<file path="config.mk">
export PLATFORM = sky130hd
export DESIGN_NAME = onehot16_serial_decoder_flat
export DESIGN_NICKNAME = d
export VERILOG_FILES = /design/src/rtl/onehot16_serial_decoder_if.sv /design/src/rtl/onehot16_serial_decoder.sv /design/src/flat_wrapper.sv
export SDC_FILE = /design/constraint.sdc
export NUM_CORES = 1
export LEC_CHECK = 0
export BUFFER_PORTS_ARGS = -buffer_cell sky130_fd_sc_hd__buf_2
export CAP_MARGIN = 40
export CORE_UTILIZATION = 60
export DETAILED_ROUTE_END_ITERATION = 8
export PLACE_DENSITY = 0.83
export SLEW_MARGIN = 10
export SYNTH_ARGS = -nofsm -noshare
export SYNTH_HDL_FRONTEND = slang
export SYNTH_SLANG_ARGS = --single-unit
export TNS_END_PERCENT = 20
</file>
<file path="constraint.sdc">
create_clock -name clk -period 5.01 [get_ports clk]
set_clock_uncertainty 0.15 [all_clocks]
set_input_delay 1.002 -clock clk [delete_from_list [all_inputs] [get_ports clk]]
set_output_delay 1.002 -clock clk [all_outputs]
set_load 0.02 [all_outputs]
</file>
<file path="src/rtl/onehot16_serial_decoder_if.sv">
// Handshake bundle for onehot16_serial_decoder: lane-vector input stream and index output stream.
// err_cnt exists only when ONEHOT_ERR_CNT_EN is defined.
interface onehot16_serial_decoder_if #(
    parameter int IN_W      = 16,
    parameter int IDX_W     = 4,
    parameter int ERR_CNT_W = 8
);
    logic             in_valid;
    logic             in_ready;
    logic [IN_W-1:0]  in_vec;
    logic             out_valid;
    logic             out_ready;
    logic [IDX_W-1:0] out_idx;
    logic             out_last;
    logic             out_multi;
    logic             zero_seen;
`ifdef ONEHOT_ERR_CNT_EN
    logic [ERR_CNT_W-1:0] err_cnt;
`endif

`ifdef ONEHOT_ERR_CNT_EN
    modport master (
        output in_valid, in_vec, out_ready,
        input  in_ready, out_valid, out_idx, out_last, out_multi, zero_seen, err_cnt
    );
    modport slave (
        input  in_valid, in_vec, out_ready,
        output in_ready, out_valid, out_idx, out_last, out_multi, zero_seen, err_cnt
    );
`else
    modport master (
        output in_valid, in_vec, out_ready,
        input  in_ready, out_valid, out_idx, out_last, out_multi, zero_seen
    );
    modport slave (
        input  in_valid, in_vec, out_ready,
        output in_ready, out_valid, out_idx, out_last, out_multi, zero_seen
    );
`endif
endinterface

</file>
<file path="src/rtl/onehot16_serial_decoder.sv">
// Serializes every set bit of a 16-bit lane vector into 4-bit indices, lowest first.
// Optional feature macro ONEHOT_ERR_CNT_EN adds a saturating non-one-hot vector counter.
module onehot16_serial_decoder #(
    parameter int IN_W      = 16,
    parameter int IDX_W     = 4,
    parameter int ERR_CNT_W = 8
) (
    input  logic                    clk,
    input  logic                    rst_n,
    onehot16_serial_decoder_if.slave bus
);
    typedef enum logic {IDLE, EMIT} state_t;

    state_t           r_state;
    logic [IN_W-1:0]  r_pending;
    logic [IDX_W-1:0] r_idx;
    logic             r_last;
    logic             r_multi;
    logic             r_zeroSeen;

    logic             w_inReady;
    logic             w_inXfer;
    logic             w_outXfer;
    logic             w_inZero;
    logic             w_inMulti;
    logic             w_load;
    logic [IN_W-1:0]  w_remain;
    logic             w_remMulti;

    function automatic logic [IDX_W-1:0] lowestIdx(input logic [IN_W-1:0] vec);
        logic [IDX_W-1:0] result;
        result = '0;
        for (int i = IN_W - 1; i >= 0; i--) begin
            if (vec[i]) result = IDX_W'(i);
        end
        return result;
    endfunction

    // x & (x-1) clears the lowest set bit; a nonzero result means more than one bit was set.
    assign w_inZero   = ~|bus.in_vec;
    assign w_inMulti  = |(bus.in_vec & (bus.in_vec - IN_W'(1)));
    assign w_remain   = r_pending & (r_pending - IN_W'(1));
    assign w_remMulti = |(w_remain & (w_remain - IN_W'(1)));

    assign w_inReady  = (r_state == IDLE) || ((r_state == EMIT) && r_last && bus.out_ready);
    assign w_inXfer   = bus.in_valid && w_inReady;
    assign w_outXfer  = (r_state == EMIT) && bus.out_ready;
    assign w_load     = w_inXfer && !w_inZero;

    assign bus.in_ready  = w_inReady;
    assign bus.out_valid = (r_state == EMIT);
    assign bus.out_idx   = r_idx;
    assign bus.out_last  = r_last;
    assign bus.out_multi = r_multi;
    assign bus.zero_seen = r_zeroSeen;

    // A load can only happen in IDLE or on the final beat, so it takes priority over advancing.
    always_ff @(posedge clk or negedge rst_n) begin
        if (!rst_n) begin
            r_state    <= IDLE;
            r_pending  <= '0;
            r_idx      <= '0;
            r_last     <= 1'b0;
            r_multi    <= 1'b0;
            r_zeroSeen <= 1'b0;
        end else begin
            r_zeroSeen <= w_inXfer && w_inZero;
            if (w_load) begin
                r_state   <= EMIT;
                r_pending <= bus.in_vec;
                r_idx     <= lowestIdx(bus.in_vec);
                r_last    <= !w_inMulti;
                r_multi   <= w_inMulti;
            end else if (w_outXfer && r_last) begin
                r_state   <= IDLE;
                r_pending <= '0;
                r_idx     <= '0;
                r_last    <= 1'b0;
                r_multi   <= 1'b0;
            end else if (w_outXfer) begin
                r_pending <= w_remain;
                r_idx     <= lowestIdx(w_remain);
                r_last    <= !w_remMulti;
            end
        end
    end

`ifdef ONEHOT_ERR_CNT_EN
    logic [ERR_CNT_W-1:0] r_errCnt;

    always_ff @(posedge clk or negedge rst_n) begin
        if (!rst_n) begin
            r_errCnt <= '0;
        end else if (w_inXfer && (w_inZero || w_inMulti) && !(&r_errCnt)) begin
            r_errCnt <= r_errCnt + ERR_CNT_W'(1);
        end
    end

    assign bus.err_cnt = r_errCnt;
`endif
endmodule
</file>
<file path="src/flat_wrapper.sv">
// flat-port wrapper written by rule: the top's interface ports become plain ports
module onehot16_serial_decoder_flat 
#(
    parameter int IN_W      = 16,
    parameter int IDX_W     = 4,
    parameter int ERR_CNT_W = 8
)
  (clk, rst_n, bus_in_valid, bus_in_vec, bus_out_ready, bus_in_ready, bus_out_valid, bus_out_idx, bus_out_last, bus_out_multi, bus_zero_seen);
  onehot16_serial_decoder_if #(.IN_W(IN_W), .IDX_W(IDX_W), .ERR_CNT_W(ERR_CNT_W)) bus_i ();
  input  logic clk;
  input  logic rst_n;
  input wire logic [$bits(bus_i.in_valid)-1:0] bus_in_valid;
  input wire logic [$bits(bus_i.in_vec)-1:0] bus_in_vec;
  input wire logic [$bits(bus_i.out_ready)-1:0] bus_out_ready;
  output wire logic [$bits(bus_i.in_ready)-1:0] bus_in_ready;
  output wire logic [$bits(bus_i.out_valid)-1:0] bus_out_valid;
  output wire logic [$bits(bus_i.out_idx)-1:0] bus_out_idx;
  output wire logic [$bits(bus_i.out_last)-1:0] bus_out_last;
  output wire logic [$bits(bus_i.out_multi)-1:0] bus_out_multi;
  output wire logic [$bits(bus_i.zero_seen)-1:0] bus_zero_seen;
  assign bus_i.in_valid = bus_in_valid;
  assign bus_i.in_vec = bus_in_vec;
  assign bus_i.out_ready = bus_out_ready;
  assign bus_in_ready = bus_i.in_ready;
  assign bus_out_valid = bus_i.out_valid;
  assign bus_out_idx = bus_i.out_idx;
  assign bus_out_last = bus_i.out_last;
  assign bus_out_multi = bus_i.out_multi;
  assign bus_zero_seen = bus_i.zero_seen;
  onehot16_serial_decoder #(.IN_W(IN_W), .IDX_W(IDX_W), .ERR_CNT_W(ERR_CNT_W)) u_core (.clk(clk), .rst_n(rst_n), .bus(bus_i));
endmodule
</file>
# [Yosys cells after proc, flatten, opt, wreduce, memory -nomap -nowiden]
# Cells that the tools add are included.
[classes] reduce_logical=16 add_sub_neg=3 n_bitwise=4 muxes=44
[ops] op="two-way mux 4 bit" n=35
[ops] op="bitwise AND 16 bit" n=3
[ops] op="two-way mux 16 bit" n=3
[ops] op="OR reduction 16 bit" n=3
[ops] op="subtractor 16 x 1 -> 16 bit (second input constant)" n=3
[ops] op="logical AND 1 bit" n=7
[ops] op="two-way mux 1 bit" n=6
[ops] op="zero test 1 bit" n=3
[ops] op="nonzero test 3 bit" n=1
[ops] op="nonzero test 2 bit" n=1
[ops] op="logical OR 1 bit" n=1
[ops] op="NOT 1 bit" n=1
[word_totals] ff_bits=24 in_bits=20

# [Longest topological paths before layout]
# Gate-level depths: netlist of the first run.
[logic_depth] depth_word=21 mapped_depth=9

# [Least setup slack after synthesis of the first run]
# OpenSTA, ideal clock, no wires.
[synth_path] kind="input port to flip-flop" start="in bus_in_vec[0]" end="reg u_core.r_pending[4]" stages=6 setup_slack_ps=2195 t_arrival_ps=2599 setup_time_ps=66 path_cell_list="nor4_1 nand4_1 o21ai_1 clkbuf_1 nand3_1 nand2_1"
[synth_between] elab_chain_cells=3 word_cells_on_any_way=4 classes_between="mux (1); reduce/logical (3)"
[synth_lines] item="from (decl)" line_no="flat_wrapper.sv:13" source="input wire logic [$bits(bus_i.in_vec)-1:0] bus_in_vec;"
[synth_lines] item="OR reduction 16 bit (*)" line_no="onehot16_serial_decoder.sv:40" source="assign w_inZero = ~|bus.in_vec;"
[synth_lines] item="logical AND 1 bit (*)" line_no="onehot16_serial_decoder.sv:48" source="assign w_load = w_inXfer && !w_inZero;"
[synth_lines] item="nonzero test 3 bit (no line) or two-way mux 16 bit (tied branches)"
[synth_lines] item="to (signal assigned)" line_no="onehot16_serial_decoder.sv:70" source="r_pending <= bus.in_vec;"
[synth_lines] item="to (signal assigned)" line_no="onehot16_serial_decoder.sv:81" source="r_pending <= w_remain;"
[synth_lines] item="to (decl)" line_no="onehot16_serial_decoder.sv:15" source="logic [IN_W-1:0] r_pending;"
# Every way passes the cells marked *; elsewhere a longest branch is shown, timed or not.
# A chain may end at the register's enable or synchronous reset.

# [Final worst setup path of the first run]
[layout_path] start="reg u_core.r_pending[4]" end="reg u_core.r_idx[1] (netlist: u_core.bus.out_idx[1])"
[layout_between] elab_chain_cells=21
[layout_lines] item="subtractor 16 x 1 -> 16 bit" line_no="onehot16_serial_decoder.sv:42" source="assign w_remain = r_pending & (r_pending - IN_W'(1));"
[layout_lines] item="bitwise AND 16 bit (*)" line_no="onehot16_serial_decoder.sv:42"
[layout_lines] item="two-way mux 4 bit (11 in series)" line_no="onehot16_serial_decoder.sv:34" source="if (vec[i]) result = IDX_W'(i);"
[layout_lines] item="two-way mux 4 bit (*) (5 in series)" line_no="onehot16_serial_decoder.sv:34"
[layout_lines] item="two-way mux 4 bit (*)" line_no="onehot16_serial_decoder.sv:80" source="end else if (w_outXfer) begin"
[layout_lines] item="two-way mux 4 bit (*)" line_no="onehot16_serial_decoder.sv:74" source="end else if (w_outXfer && r_last) begin"
[layout_lines] item="two-way mux 4 bit (*)" line_no="onehot16_serial_decoder.sv:68" source="if (w_load) begin"
[layout_lines] item="to (signal assigned)" line_no="onehot16_serial_decoder.sv:71" source="r_idx <= lowestIdx(bus.in_vec);"
[layout_lines] item="to (signal assigned)" line_no="onehot16_serial_decoder.sv:82" source="r_idx <= lowestIdx(w_remain);"
[layout_lines] item="to (decl)" line_no="onehot16_serial_decoder.sv:16" source="logic [IDX_W-1:0] r_idx;"
# Every way passes the cells marked *; elsewhere a longest branch is shown, timed or not. The select of a mux whose other input is x is not followed.

==> flow_summary.toml, run 1 <==
[place]
io_buffers = 28
hpwl_mm = 3.99
dp_cells = 334
gp_congestion = 0.908

[pwr]
cellPowerDensity_mw_per_mm2 = 639
p_switching_uw = 728
switching_share = 0.523
ir_drop_v = 0.000334
leakage_uw = 0.000904
p_int_uw = 664
seq_power_share = 0.308
pwr-share-comb = 0.630
p_clk_frac = 0.062

[timing]
finalCriticalPeriod_ns = 3.18
rsz0062_at_grt = "no"
maxSlewHeadroom = 0.484
fmax_ghz = 0.315
drv_slew = 0
fin_crit_sh = 0.634
tns_ns = 0
finalSetupViolCount = 0
worst_pin_slew_ns = 0.774
hold_violations = 0

[clock_tree]
cts_root_buf = "clkbuf_4"
cts.repair.resized = 0
cts_setup_buffers = 0
htreeDepth = 1
clkSinkCount = 24
cts_tree = "done"
cts_buffer_depth = 2
cts_buffers = 3
ctsHoldBuffers = 0
clk_pin_slew_ns = 0.13
worstSkewPairLatency_ns = 0.32

[setup_path]
startpoint_type = "flop"
cp_num_buf_inv = 0
slowest_delay_ns = 0.57
reg2reg_depth = 7
end_kind = "flop"
crit_top_cell = "or3_1"
path_cells = "nor4_1 > nand4_1 > or3_1 > maj3_2 > a211oi_1 > or3_1 > a21oi_1"
cp_max_fo = 15
worst-setup-path-type = "reg -> reg"
worstPathArrival_ns = 3.25
crit_required_ns = 5.08
cp_slowest_cell = "nor4_1"
path_depth = 7
crit_family = "simple AND/OR/NAND/NOR gates"

[logic_synthesis]
postSynthAreaPerCell_sq_um = 7.27
syn_inst = 279
synth_top_area_share = 0.296
yosys-top-cells-area = "dfrtp_1, nand2_1, o21ai_0"
ys_seq_area_frac = 0.296
synth_largest_area_cell = "dfrtp_1"
syn_nets = 299
synth_area_sq_mm = 0.00203
postSynth.asyncResetShare = 1.00
ys.flop_type = "dfrtp_1"
yosysMostFrequentCell = "nand2_1"
yosys.cell_types.count = 54
synth_edf_count = 0
synth-seq-cells = 24
netlist_top_cells_count = "nand2_1, o21ai_0, dfrtp_1, nor2_1, a21oi_1"
ys.warnings.count = 0

[floorplan]
initial_utilization = 0.648
fp.dieW_um = 60.1
die_y_um = 60.1
ios = 29
rows = 20
dieArea_sq_mm = 0.00362
core-area_sq_mm = 0.00313

[route]
ant_nets = 0
drt_iter0_drc = 166
wl_mm = 5.31
routedWlPerCell_um = 15.7
drc = 0
vias = 2193
via_per_inst = 6.51
first_pass_iters = 5

[global_routing]
grt_max_degree = 25
grt_usage = 0.325
grt_overflow = 0
antenna_found_initial = 0
grt_pass1_vias = 1904
grt_pass1_wl_mm = 8.74

[finish]
areaGrowthSynthToFinish_pct = 7.34
num-nets-final = 315
final_cells = 337
diodes = 0
drive_gt1_frac = 0.140

[hold_path]
hp-class = "reg -> reg"
hold_depth = 2

[flow_run]
cap_violations = 0

[run_status]
outcome = "finished, final reports clean"
-- cell families (layout without fill, tap and decap cells) --
logic type               after synthesis  in the layout  synth area share
adder cells (fa/ha/maj)                8              8            0.0407
AO/OA/AOI/OAI                         98             98             0.308
buffers and inverters                 25             39            0.0506
multiplexers                           1              1           0.00494
AND/OR/NAND/NOR                      122            122             0.295
XOR/XNOR                               1              1           0.00432
flip-flops                            24             24             0.296
-- metrics by stage --
step                power (uW)  cell area, sq um  worst slack [ns]   util  hold slack, ns
floorplan                 1090              2030              2.20      -           0.388
global placement          1270              2150              1.57  0.689           0.391
detailed placement        1290              2150              1.53  0.689           0.367
CTS                       1380              2180              1.88  0.696           0.410
global route              1510              2180              1.63  0.696           0.473
finish                    1390              2180              1.83  0.696           0.423
-- worst paths after layout --
kind                                            from                    end  slack, ns
worst min-delay path            u_core.bus.out_multi   u_core.bus.out_multi       0.42
max in group asynchronous                      rst_n    u_core.r_pending[9]       3.86
worst max register to register   u_core.r_pending[4]  u_core.bus.out_idx[1]       1.83
worst min register to register  u_core.bus.out_multi   u_core.bus.out_multi       0.42
min in group asynchronous                      rst_n  u_core.bus.out_idx[1]       0.48
worst max-delay path             u_core.r_pending[4]  u_core.bus.out_idx[1]       1.83
-- cells in the final DEF, fill, tap and decap left out, types with 2 or more instances in the layout --
cell type and count:
nand4_1 2, or2_2 2, maj3_1 6, nor4_1 4
o21ai_1 5, nor2_1 24, dfrtp_1 24, nor3_1 7
o31ai_1 3, nand3_1 14, a22o_1 3, a21oi_1 22
clkbuf_4 3, nand2_1 43, nand2b_1 2, maj3_2 2
or3_1 7, and3_1 2, nand3b_1 3, o21bai_1 2
inv_1 7, a21o_1 3, buf_2 28, o31a_1 2
a221oi_1 2, a2111oi_0 2, a211oi_1 5, o21a_1 5
a31oi_1 5, o21ai_0 28, and2_1 3
-- area by class of cell --
| cell class | count | area [sq um] |
|---|---|---|
| multi-input combinational | 230 | 1330 |
| sequential | 24 | 601 |
| timing repair buffer | 29 | 148 |
| tap | 44 | 55.1 |
| fill | 277 | 951 |
| inverter | 7 | 26.3 |
| clock buffer | 3 | 22.5 |
-- state kept, by name, summed over array words and instances, names as in the netlist --
name and cells:
u_core.bus.out_multi 1, u_core.r_pending 16, u_core.bus.out_last 1, u_core.bus.out_valid 1, u_core.bus.out_idx 4, u_core.bus.zero_seen 1
-- power groups by stage --
stage | registers (uW) | clock network [uW] | logic [uW]
6_report | 429 | 86.4 | 876
5_1_grt | 443 | 96.3 | 970
4_1_cts | 422 | 88.4 | 866
3_5_place_dp | 426 | 0 | 861
3_3_place_gp | 423 | 0 | 848
2_1_floorplan | 374 | 0 | 715
-- per-layer routing --
metal	routed length (um)	track usage
met1	2380	0.468
met2	2410	0.504
met3	419	0.0325
met4	101	0.110
met5	0	0
-- worst min-delay path: cells and delay by family (launching register included) --
family	cells	cell delay, ns
simple gates	1	0.08
flops	1	0.39
compound gates	1	0.07
No activity file was read; power rests on OpenSTA's default activity.
==> run 2, diff against run 1 <==
- CORE_UTILIZATION: 60 -> 52
- PLACE_DENSITY: 0.83 -> 0.76
- clock period: 5.01 -> 2.78 ns (I/O delays scaled with it)
==> run 2 against run 1 <==
Global-route usage shrank 3.0 points. Utilization shrank 5.5 points. Register-to-register slack lost 1.8 ns. Clock-buffer cell count is the same. Largest power group unchanged. Cell count grew 7.7%. Worst hold slack lost 0.32 ns. Die area grew 15%.
==> flow_summary.toml, run 2 (same netlist as run 1, synthesis figures left out) <==
[finish]
num-nets-final = 337
top_register = "u_core.r_pending"
layout_common_cells = "nand2_1, o21ai_0, buf_2, nor2_1, dfrtp_1"
areaGrowthSynthToFinish_pct = 16.7
final_common_cell = "nand2_1"
design_area_sq_mm = 0.00237
diodes = 0
drive_gt1_frac = 0.200
n_fill_cell = 332
largest_register_ffs = 16

[setup_path]
cp_slowest_cell = "or4_4"
path_depth = 7
r2r_slack_ns = 0.05
timing.rr.end = "u_core.bus.out_idx[1]"
cp_num_buf_inv = 0
worst-setup-path-type = "reg -> reg"
worstPathArrival_ns = 2.74
crit_required_ns = 2.79
path_cells = "or4_4 > or3_4 > maj3_2 > a32o_1 > a2111oi_2 > or3_1 > a21oi_1"
end_kind = "flop"
reg2reg_depth = 7
slowest_delay_ns = 0.55
crit_family = "simple AND/OR/NAND/NOR gates"
cp_max_fo = 4
startpoint_type = "flop"
r2r-start = "u_core.r_pending[2]"

[floorplan]
core-area_sq_mm = 0.00369
rows = 22
ios = 29
fp.dieW_um = 64.5
die_y_um = 64.5
initial_utilization = 0.550
dieArea_sq_mm = 0.00415

[clock_tree]
cts_buffer_depth = 2
ctsHoldBuffers = 0
cts_buffers = 3
cts_tree = "done"
clk_pin_slew_ns = 0.09
cts_root_buf = "clkbuf_8"
cts_setup_buffers = 0
clkSinkCount = 24
htreeDepth = 1
cts.repair.resized = 0
worstSkewPairLatency_ns = 0.27

[route]
vias = 2276
routedWlPerCell_um = 15.6
drt_iter0_drc = 180
first_pass_iters = 4
drc = 0
via_per_inst = 6.27
ant_nets = 0
wl_mm = 5.65

[timing]
fmax_ghz = 0.366
drv_slew = 0
finalSetupViolCount = 0
finalCriticalPeriod_ns = 2.73
hold_violations = 0
rsz0062_at_grt = "yes"
maxSlewHeadroom = 0.642
worst_pin_slew_ns = 0.537
tns_ns = 0
fin_crit_sh = 0.984

[pwr]
leakage_uw = 0.00102
ir_drop_v = 0.000469
cellPowerDensity_mw_per_mm2 = 1170

[global_routing]
grt_max_degree = 25
grt_usage = 0.295
grt_overflow = 0
grt_pass1_wl_mm = 9.36
antenna_found_initial = 0
grt_pass1_vias = 1991

[place]
io_buffers = 28
gp_congestion = 0.995
place_area_sq_mm = 0.00232
hpwl_mm = 4.36

[flow_run]
cap_violations = 0

[run_status]
outcome = "finished, final reports clean"

[hold_path]
hp-class = "in -> async"
==> run 2: cell count changes in the layout (fill, tap and decap cells not counted), sizes merged <==
cell / previous run / this run
buf: 29 / 51
==> run 2: how the worst max path moves through the flow <==
| stage | start | endpoint |
|---|---|---|
| after floorplan | u_core.r_pending[2] | u_core.bus.out_idx[1] |
| after global placement | u_core.r_pending[2] | u_core.bus.out_idx[1] |
| after detailed placement | u_core.r_pending[2] | u_core.bus.out_idx[1] |
| after CTS | u_core.r_pending[2] | u_core.bus.out_idx[1] |
| after global routing | u_core.r_pending[3] | u_core.bus.out_last |
| final | u_core.r_pending[2] | u_core.bus.out_idx[1] |
==> run 2: metal layers <==
layer	vias up	track usage	part of all wire	wire length, um
met4	0	0.125	0.025	142
met3	12	0.0299	0.083	468
li1	1106	-	-	-
met1	1038	0.435	0.45	2560
met2	120	0.437	0.44	2490
met5	-	0	0	0
==> run 2: cell type report <==
type                            instances  area, sq um  area share
Tap cell                               48         60.1      0.0254
Multi-Input combinational cell        230         1330       0.560
Sequential cell                        24          601       0.254
Clock buffer                            3         41.3      0.0175
Inverter                                7         26.3      0.0111
Timing Repair Buffer                   51          313       0.132
==> run 2: power by group <==
part / switching, uW / total [uW] / internal, uW
registers: 154 / 651 / 497
clock network: 112 / 209 / 97.2
logic: 1100 / 1900 / 796
total: 1370 / 2760 / 1390
==> run 2: per-stage QoR <==
step	power [uW]	util	instances	setup slack (ns)	hold WS, ns
3_5_place_dp	2510	0.630	360	0.0852	0.385
6_report	2760	0.641	363	0.0458	0.0986
4_1_cts	2720	0.641	363	0.0679	0.127
5_1_grt	2990	0.641	363	-0.0126	0.139
3_3_place_gp	2500	0.630	360	0.167	0.388
2_1_floorplan	1960	-	279	0.122	0.110
